--- src/rtl/peg_rand_vec_sched.sv ---
// Round-robin scheduler that fills a granted request with LFSR bytes, one byte
// per cycle, and returns the vector zero-masked above the requested length.
module peg_rand_vec_sched #(
  parameter int unsigned NUM_REQ       = 4,
  parameter int unsigned MAX_FIELD_LEN = 256,
  parameter int unsigned LEN_W         = 9,
  parameter logic [31:0] LFSR_SEED     = 32'hACE1_2468
) (
  input  logic                       clk,
  input  logic                       rst,
  input  logic [NUM_REQ-1:0]         req_vld,
  input  logic [NUM_REQ*LEN_W-1:0]   req_len,
  output logic [NUM_REQ-1:0]         req_rdy,
  output logic                       rsp_vld,
  input  logic                       rsp_rdy,
  output logic [$clog2(NUM_REQ)-1:0] rsp_id,
  output logic [LEN_W-1:0]           rsp_len,
  output logic [MAX_FIELD_LEN-1:0]   rsp_data,
  input  logic                       seed_load,
  input  logic [31:0]                seed_val,
  output logic                       busy
);

  localparam int unsigned ID_W      = $clog2(NUM_REQ);
  localparam int unsigned NBYTE_MAX = MAX_FIELD_LEN / 8;
  localparam int unsigned BYTE_W    = $clog2(NBYTE_MAX + 1);
  localparam logic [31:0] LFSR_MASK = 32'h8020_0003;

  typedef enum logic [1:0] {
    ST_IDLE = 2'd0,
    ST_GEN  = 2'd1,
    ST_RESP = 2'd2
  } state_e;

  state_e                   state_q, state_d;
  logic [31:0]              lfsr_q, lfsr_d;
  logic [ID_W-1:0]          rr_ptr_q, rr_ptr_d;
  logic [ID_W-1:0]          rsp_id_q, rsp_id_d;
  logic [LEN_W-1:0]         rsp_len_q, rsp_len_d;
  logic [BYTE_W-1:0]        nbytes_q, nbytes_d;
  logic [BYTE_W-1:0]        byte_idx_q, byte_idx_d;
  logic [MAX_FIELD_LEN-1:0] rsp_data_q, rsp_data_d;
  logic                     rsp_vld_q, rsp_vld_d;
  logic                     busy_q, busy_d;

  logic [31:0]              lfsr_adv;
  logic                     gnt_found;
  logic [ID_W-1:0]          gnt_idx;
  logic [LEN_W-1:0]         gnt_len;
  logic [LEN_W-1:0]         gnt_eff;
  logic [LEN_W:0]           gnt_len_rnd;
  logic [BYTE_W-1:0]        gnt_nbytes;
  logic                     grant_c;
  logic                     last_byte;
  logic [2:0]               tail_bits;
  logic [7:0]               byte_mask;
  int unsigned              cand;

  // Eight Galois steps of the LFSR in one cycle
  always_comb begin
    lfsr_adv = lfsr_q;
    for (int unsigned s = 0; s < 8; s++) begin
      lfsr_adv = {1'b0, lfsr_adv[31:1]} ^ (lfsr_adv[0] ? LFSR_MASK : 32'h0);
    end
  end

  // Round-robin search upward from rr_ptr with wrap-around
  always_comb begin
    gnt_found = 1'b0;
    gnt_idx   = '0;
    cand      = 0;
    for (int unsigned i = 0; i < NUM_REQ; i++) begin
      cand = int'(rr_ptr_q) + i;
      if (cand >= NUM_REQ) cand = cand - NUM_REQ;
      if (!gnt_found && req_vld[ID_W'(cand)]) begin
        gnt_found = 1'b1;
        gnt_idx   = ID_W'(cand);
      end
    end
  end

  // Length of the granted requester, clamped, and its byte count
  always_comb begin
    gnt_len = '0;
    for (int unsigned i = 0; i < NUM_REQ; i++) begin
      if (gnt_idx == ID_W'(i)) gnt_len = req_len[i*LEN_W +: LEN_W];
    end
    gnt_eff     = (gnt_len > LEN_W'(MAX_FIELD_LEN)) ? LEN_W'(MAX_FIELD_LEN) : gnt_len;
    gnt_len_rnd = {1'b0, gnt_eff} + (LEN_W+1)'(7);
    gnt_nbytes  = BYTE_W'(gnt_len_rnd >> 3);
  end

  // Grant pulse is issued in the same cycle the IDLE state sees the request
  always_comb begin
    grant_c = (state_q == ST_IDLE) && !seed_load && gnt_found && !rst;
    req_rdy = grant_c ? (NUM_REQ'(1) << gnt_idx) : '0;
  end

  // Mask for the partial last byte so bits at or above the length stay zero
  always_comb begin
    last_byte = (byte_idx_q == nbytes_q - BYTE_W'(1));
    tail_bits = rsp_len_q[2:0];
    byte_mask = (last_byte && (tail_bits != 3'd0))
                ? (8'hFF >> (4'd8 - {1'b0, tail_bits}))
                : 8'hFF;
  end

  // Next-state and datapath updates
  always_comb begin
    state_d    = state_q;
    lfsr_d     = lfsr_q;
    rr_ptr_d   = rr_ptr_q;
    rsp_id_d   = rsp_id_q;
    rsp_len_d  = rsp_len_q;
    nbytes_d   = nbytes_q;
    byte_idx_d = byte_idx_q;
    rsp_data_d = rsp_data_q;

    case (state_q)
      ST_IDLE: begin
        if (seed_load) begin
          lfsr_d = (seed_val == 32'h0) ? LFSR_SEED : seed_val;
        end else if (gnt_found) begin
          rr_ptr_d   = (gnt_idx == ID_W'(NUM_REQ - 1)) ? '0 : gnt_idx + ID_W'(1);
          rsp_id_d   = gnt_idx;
          rsp_len_d  = gnt_eff;
          nbytes_d   = gnt_nbytes;
          byte_idx_d = '0;
          rsp_data_d = '0;
          state_d    = (gnt_eff == '0) ? ST_RESP : ST_GEN;
        end
      end
      ST_GEN: begin
        rsp_data_d[{byte_idx_q, 3'b000} +: 8] = lfsr_q[7:0] & byte_mask;
        lfsr_d     = lfsr_adv;
        byte_idx_d = byte_idx_q + BYTE_W'(1);
        if (last_byte) state_d = ST_RESP;
      end
      ST_RESP: begin
        if (rsp_rdy) state_d = ST_IDLE;
      end
      default: state_d = ST_IDLE;
    endcase

    rsp_vld_d = (state_d == ST_RESP);
    busy_d    = (state_d != ST_IDLE);
  end

  // State and datapath registers with synchronous reset
  always_ff @(posedge clk) begin
    if (rst) begin
      state_q    <= ST_IDLE;
      lfsr_q     <= LFSR_SEED;
      rr_ptr_q   <= '0;
      rsp_id_q   <= '0;
      rsp_len_q  <= '0;
      nbytes_q   <= '0;
      byte_idx_q <= '0;
      rsp_data_q <= '0;
      rsp_vld_q  <= 1'b0;
      busy_q     <= 1'b0;
    end else begin
      state_q    <= state_d;
      lfsr_q     <= lfsr_d;
      rr_ptr_q   <= rr_ptr_d;
      rsp_id_q   <= rsp_id_d;
      rsp_len_q  <= rsp_len_d;
      nbytes_q   <= nbytes_d;
      byte_idx_q <= byte_idx_d;
      rsp_data_q <= rsp_data_d;
      rsp_vld_q  <= rsp_vld_d;
      busy_q     <= busy_d;
    end
  end

  assign rsp_vld  = rsp_vld_q;
  assign rsp_id   = rsp_id_q;
  assign rsp_len  = rsp_len_q;
  assign rsp_data = rsp_data_q;
  assign busy     = busy_q;

endmodule
--- config.mk ---
export PLATFORM = sky130hd
export DESIGN_NAME = peg_rand_vec_sched
export DESIGN_NICKNAME = d
export VERILOG_FILES = /design/src/rtl/peg_rand_vec_sched.sv
export SDC_FILE = /design/constraint.sdc
export NUM_CORES = 1
export LEC_CHECK = 0
export CAP_MARGIN = 30
export CELL_PAD_IN_SITES_DETAIL_PLACEMENT = 1
export CELL_PAD_IN_SITES_GLOBAL_PLACEMENT = 1
export CORE_MARGIN = 2
export CORE_UTILIZATION = 25
export DETAILED_ROUTE_END_ITERATION = 7
export HOLD_SLACK_MARGIN = 0.06
export PLACE_DENSITY = 0.56
export SYNTH_ARGS = -nofsm -noshare
export SYNTH_HDL_FRONTEND = slang
export SYNTH_SLANG_ARGS = --single-unit
--- constraint.sdc ---
create_clock -name clk -period 4 [get_ports clk]
set_clock_uncertainty 0.1 [all_clocks]
set_input_delay 0.8 -clock clk [delete_from_list [all_inputs] [get_ports clk]]
set_output_delay 0.8 -clock clk [all_outputs]
set_load 0.01 [all_outputs]
==> run_summary.xml <==
<?xml version="1.0" encoding="UTF-8"?>
<metrics>
  <group name="clock_network">
    <metric name="clock_pin_slew_on_the_worst_setup_and_hold_paths" unit="ns">0.06</metric>
    <metric name="number_of_sinks_handled_by_clock_tree_synthesis" unit="">317</metric>
    <metric name="clk-insertion-delay-late" unit="ns">0.55</metric>
    <metric name="cts-buffers-inserted" unit="">37</metric>
    <metric name="cts_tree" unit="">done</metric>
    <metric name="cts.htree.levels" unit="">2</metric>
    <metric name="clk_path_buf_depth" unit="">3</metric>
    <metric name="ctsRootBufferMaster" unit="">sky130_fd_sc_hd__clkbuf_16</metric>
  </group>
  <group name="logic_synthesis">
    <metric name="asyncSetResetFlopFracSynth" unit="">0</metric>
    <metric name="synth_area_per_cell" unit="µm²">8.82</metric>
    <metric name="ys_seq_elements" unit="">317</metric>
    <metric name="largest_family_of_logic_cells_by_synthesized_area" unit="">compound AO/OA/AOI/OAI gates</metric>
    <metric name="synth_cell_area" unit="µm²">12300</metric>
    <metric name="post_synth_fa_ha_maj_area_fraction" unit="">0.0133</metric>
    <metric name="ys_seq_area_frac" unit="">0.517</metric>
    <metric name="netlist-cell-type-count" unit="">77</metric>
    <metric name="synth_area_leader_cell" unit="">sky130_fd_sc_hd__dfxtp_1</metric>
    <metric name="synth_simple_gate_area_frac" unit="">0.185</metric>
    <metric name="synth.area.mux_share" unit="">0</metric>
    <metric name="ys.warnings.count" unit="">0</metric>
    <metric name="post_synth_xor_area_fraction" unit="">0.0243</metric>
    <metric name="synth_enable_flop_cells" unit="">0</metric>
    <metric name="synth_fp_nets" unit="">1480</metric>
    <metric name="synth-main-ff-cell" unit="">sky130_fd_sc_hd__dfxtp_1</metric>
    <metric name="post_synth_main_area_contributors" unit="">sky130_fd_sc_hd__dfxtp_1 (52%), sky130_fd_sc_hd__o21ai_0 (9.2%), sky130_fd_sc_hd__nand2_1 (6.1%)</metric>
    <metric name="synth_largest_type_area_fraction" unit="">0.517</metric>
    <metric name="syn_inst" unit="">1391</metric>
    <metric name="synth_compound_gate_area_share" unit="">0.222</metric>
  </group>
  <group name="finish">
    <metric name="mostFrequentLayoutCell" unit="">sky130_fd_sc_hd__clkdlybuf4s50_1</metric>
    <metric name="finalNetCount" unit="">1846</metric>
    <metric name="fraction_of_final_layout_cells_with_drive_strength_greater_than_1" unit="">0.101</metric>
    <metric name="num_antenna_cells" unit="">0</metric>
    <metric name="areaGrowthSynthToFinish" unit="%">47.1</metric>
    <metric name="finish.utilization" unit="">0.371</metric>
    <metric name="final_cell_mix" unit="">sky130_fd_sc_hd__clkdlybuf4s50_1 (343), sky130_fd_sc_hd__dfxtp_1 (317), sky130_fd_sc_hd__o21ai_0 (223)</metric>
  </group>
  <group name="drt">
    <metric name="number_of_nets_with_antenna_violations_after_routing" unit="">0</metric>
    <metric name="route.detailed.drc" unit="">0</metric>
    <metric name="routed_wirelength" unit="mm">50.3</metric>
    <metric name="dr.first_iter.drc_count" unit="">521</metric>
    <metric name="drt_first_pass_iters" unit="">6</metric>
    <metric name="route.vias.total" unit="">11800</metric>
    <metric name="wl_per_cell" unit="µm">20.9</metric>
    <metric name="route.detailed.vias_per_inst" unit="">4.90</metric>
  </group>
  <group name="power_and_ir_drop">
    <metric name="switching_fraction" unit="">0.292</metric>
    <metric name="max-vdd-ir-drop" unit="mV">0.244</metric>
    <metric name="power_switching" unit="mW">2.44</metric>
    <metric name="power_density" unit="nW/µm²">462</metric>
    <metric name="seq_power_share" unit="">0.401</metric>
    <metric name="cellInternalPower" unit="mW">5.90</metric>
    <metric name="share_comb_of_total_power" unit="">0.181</metric>
    <metric name="post-layout-total-power" unit="mW">8.34</metric>
    <metric name="power_frac_clock" unit="">0.418</metric>
    <metric name="leak" unit="nW">6.29</metric>
  </group>
  <group name="die">
    <metric name="start_util" unit="">0.252</metric>
    <metric name="top_level_ports" unit="">349</metric>
    <metric name="floorplan.die_area" unit="µm²">50900</metric>
    <metric name="dieHeight" unit="µm">226</metric>
    <metric name="fp-row-count" unit="">81</metric>
    <metric name="placeableCoreArea" unit="µm²">48600</metric>
    <metric name="dieWidth" unit="µm">226</metric>
  </group>
  <group name="flow_run">
    <metric name="max_capacitance_violation_count" unit="">0</metric>
  </group>
  <group name="grt">
    <metric name="antenna_violations_before_repair" unit="">2</metric>
    <metric name="leftover_overflow_at_the_end_of_global_routing" unit="">0</metric>
    <metric name="grt_use_total" unit="">0.193</metric>
    <metric name="maximum_number_of_pins_on_one_net_before_global_route_repair" unit="">68</metric>
    <metric name="via_count_of_the_first_global_routing_pass" unit="">11900</metric>
    <metric name="wire_length_of_the_first_global_routing_pass" unit="mm">74.4</metric>
  </group>
  <group name="setup_path">
    <metric name="ff2ff_setup_slack" unit="ns">0.58</metric>
    <metric name="crit_fanout" unit="">3</metric>
    <metric name="timing.setup.critical_path_class" unit="">in2out</metric>
    <metric name="cp-end-kind" unit="">primary output</metric>
    <metric name="terminus_of_the_critical_flop_to_flop_path" unit="">nbytes_q[1]$_SDFFE_PP0P_</metric>
    <metric name="timing.critical_path.arrival" unit="ns">2.91</metric>
    <metric name="setup.worst_path.start_class" unit="">primary input</metric>
    <metric name="worst-r2r-cell-count" unit="">13</metric>
    <metric name="crit_required" unit="ns">3.10</metric>
    <metric name="r2r-start" unit="">rr_ptr_q[0]$_SDFFE_PP0P_</metric>
  </group>
  <group name="placement">
    <metric name="buffer_ports.inserted" unit="">348</metric>
    <metric name="gpl.final_weighted_congestion" unit="">0.786</metric>
    <metric name="dp.final_hpwl" unit="mm">36.4</metric>
  </group>
  <group name="sta">
    <metric name="finalCriticalPeriod" unit="ns">3.81</metric>
    <metric name="drv_slew" unit="">0</metric>
    <metric name="total_setup_violations_reported_at_the_end_of_the_flow" unit="">0</metric>
    <metric name="worst_pin_slew" unit="ns">0.851</metric>
    <metric name="maxSlewHeadroom" unit="">0.429</metric>
    <metric name="endpoints_failing_hold" unit="">0</metric>
    <metric name="timing.fmax" unit="GHz">0.262</metric>
    <metric name="fin_crit_sh" unit="">0.953</metric>
    <metric name="tns" unit="ns">0</metric>
  </group>
  <group name="min_path">
    <metric name="min-delay-start" unit="">rsp_data[16]$_SDFFE_PP0P_</metric>
    <metric name="min-delay-path-class" unit="">reg2reg</metric>
    <metric name="holdPathStages" unit="">2</metric>
    <metric name="worst_hold_path.endpoint" unit="">rsp_data[16]$_SDFFE_PP0P_</metric>
  </group>
  <group name="outcome">
    <metric name="run_status" unit="">finished, final reports clean</metric>
  </group>
</metrics>
[worst max-delay path by stage]
stage,slack [ns],depth (start not counted),endpoint,from
3_5_place_dp,-0.40,13,nbytes_q[4]$_SDFFE_PP0P_,req_vld[1]
3_3_place_gp,-0.24,13,nbytes_q[4]$_SDFFE_PP0P_,req_vld[1]
2_1_floorplan,0.28,15,nbytes_q[4]$_SDFFE_PP0P_,req_vld[0]
6_report,0.19,10,req_rdy[0],req_vld[0]
5_1_grt,-0.006,14,nbytes_q[4]$_SDFFE_PP0P_,req_vld[0]
4_1_cts,0.01,11,req_rdy[1],req_vld[1]
[synth_stat cells, drive strengths merged, types with 11 or more instances]
library cell and instances:
clkbuf 65, a211oi 11, nand2 201, o21ai 233, nor4 16, ha 13, nor2 60, buf 26
xor2 11, a21oi 55, o22ai 24, o31ai 22, xnor2 23, inv 18, o2bb2ai 24, dfxtp 317
nand3 110, nor3 22, nand2b 12
[power groups by stage]
stage / clock, mW / combinational [mW] / sequential (mW)
global route: 3.71 / 1.65 / 3.35
detailed placement: 0 / 1.51 / 3.41
CTS: 3.59 / 1.52 / 3.34
finish: 3.49 / 1.51 / 3.34
global placement: 0 / 1.48 / 3.41
floorplan: 0 / 0.871 / 3.38
[sequential cells by signal (all words and copies together), names as in the netlist]
signal	count
byte_idx_q	6
rsp_data	256
rsp_id	2
rsp_len	9
lfsr_q	32
rsp_vld	1
busy	1
rr_ptr_q	2
state_q	2
nbytes_q	6
[critical path: stages]
cell and delay (ns):
sky130_fd_sc_hd__clkdlybuf4s50_1 0.42, sky130_fd_sc_hd__buf_4 0.15, sky130_fd_sc_hd__inv_1 0.05, sky130_fd_sc_hd__o22ai_1 0.08
sky130_fd_sc_hd__a221oi_2 0.30, sky130_fd_sc_hd__nand2b_1 0.12, sky130_fd_sc_hd__buf_4 0.15, sky130_fd_sc_hd__ha_1 0.22
sky130_fd_sc_hd__and3_1 0.15, sky130_fd_sc_hd__clkdlybuf4s50_1 0.47
[repair_timing]
| item | 4_1_cts | 5_1_grt |
|---|---|---|
| setup buffers | 1 | 1 |
| resized for setup | 3 | 6 |
| endpoints found under the setup margin | 2 | 6 |
| hold buffers | 0 | 0 |
| pin swaps | 0 | 1 |
[area by class of cell]
| cell class | count | area [µm²] |
|---|---|---|
| Tap cell | 622 | 778 |
| Clock inverter | 15 | 183 |
| Timing Repair Buffer | 418 | 4050 |
| Sequential cell | 317 | 6350 |
| Clock buffer | 53 | 1070 |
| Multi-Input combinational cell | 962 | 5530 |
| Inverter | 21 | 78.8 |
| Fill cell | 5569 | 30600 |
[kinds of logic after synthesis]
logic type	Yosys count
AO/OA/AOI/OAI	434
AND/OR/NAND/NOR	481
flip-flops	317
buffers and inverters	112
XOR/XNOR	34
adder cells (fa/ha/maj)	13
[per-layer routing]
| layer | wire length, µm | track usage |
|---|---|---|
| met1 | 22900 | 0.251 |
| met4 | 971 | 0.0479 |
| met2 | 24000 | 0.329 |
| met5 | 0 | 0 |
| met3 | 2400 | 0.0370 |
[per-stage QoR]
step	instances	hold slack (ns)	cell area, µm²	setup slack [ns]
finish	2408	0.353	18000	0.190
global route	2408	0.372	18000	-0.00625
CTS	2407	0.357	18000	0.0136
detailed placement	2338	0.343	16700	-0.404
global placement	2338	0.333	16700	-0.238
floorplan	1391	0.332	12300	0.279
Power figures use the tool's default switching activity.
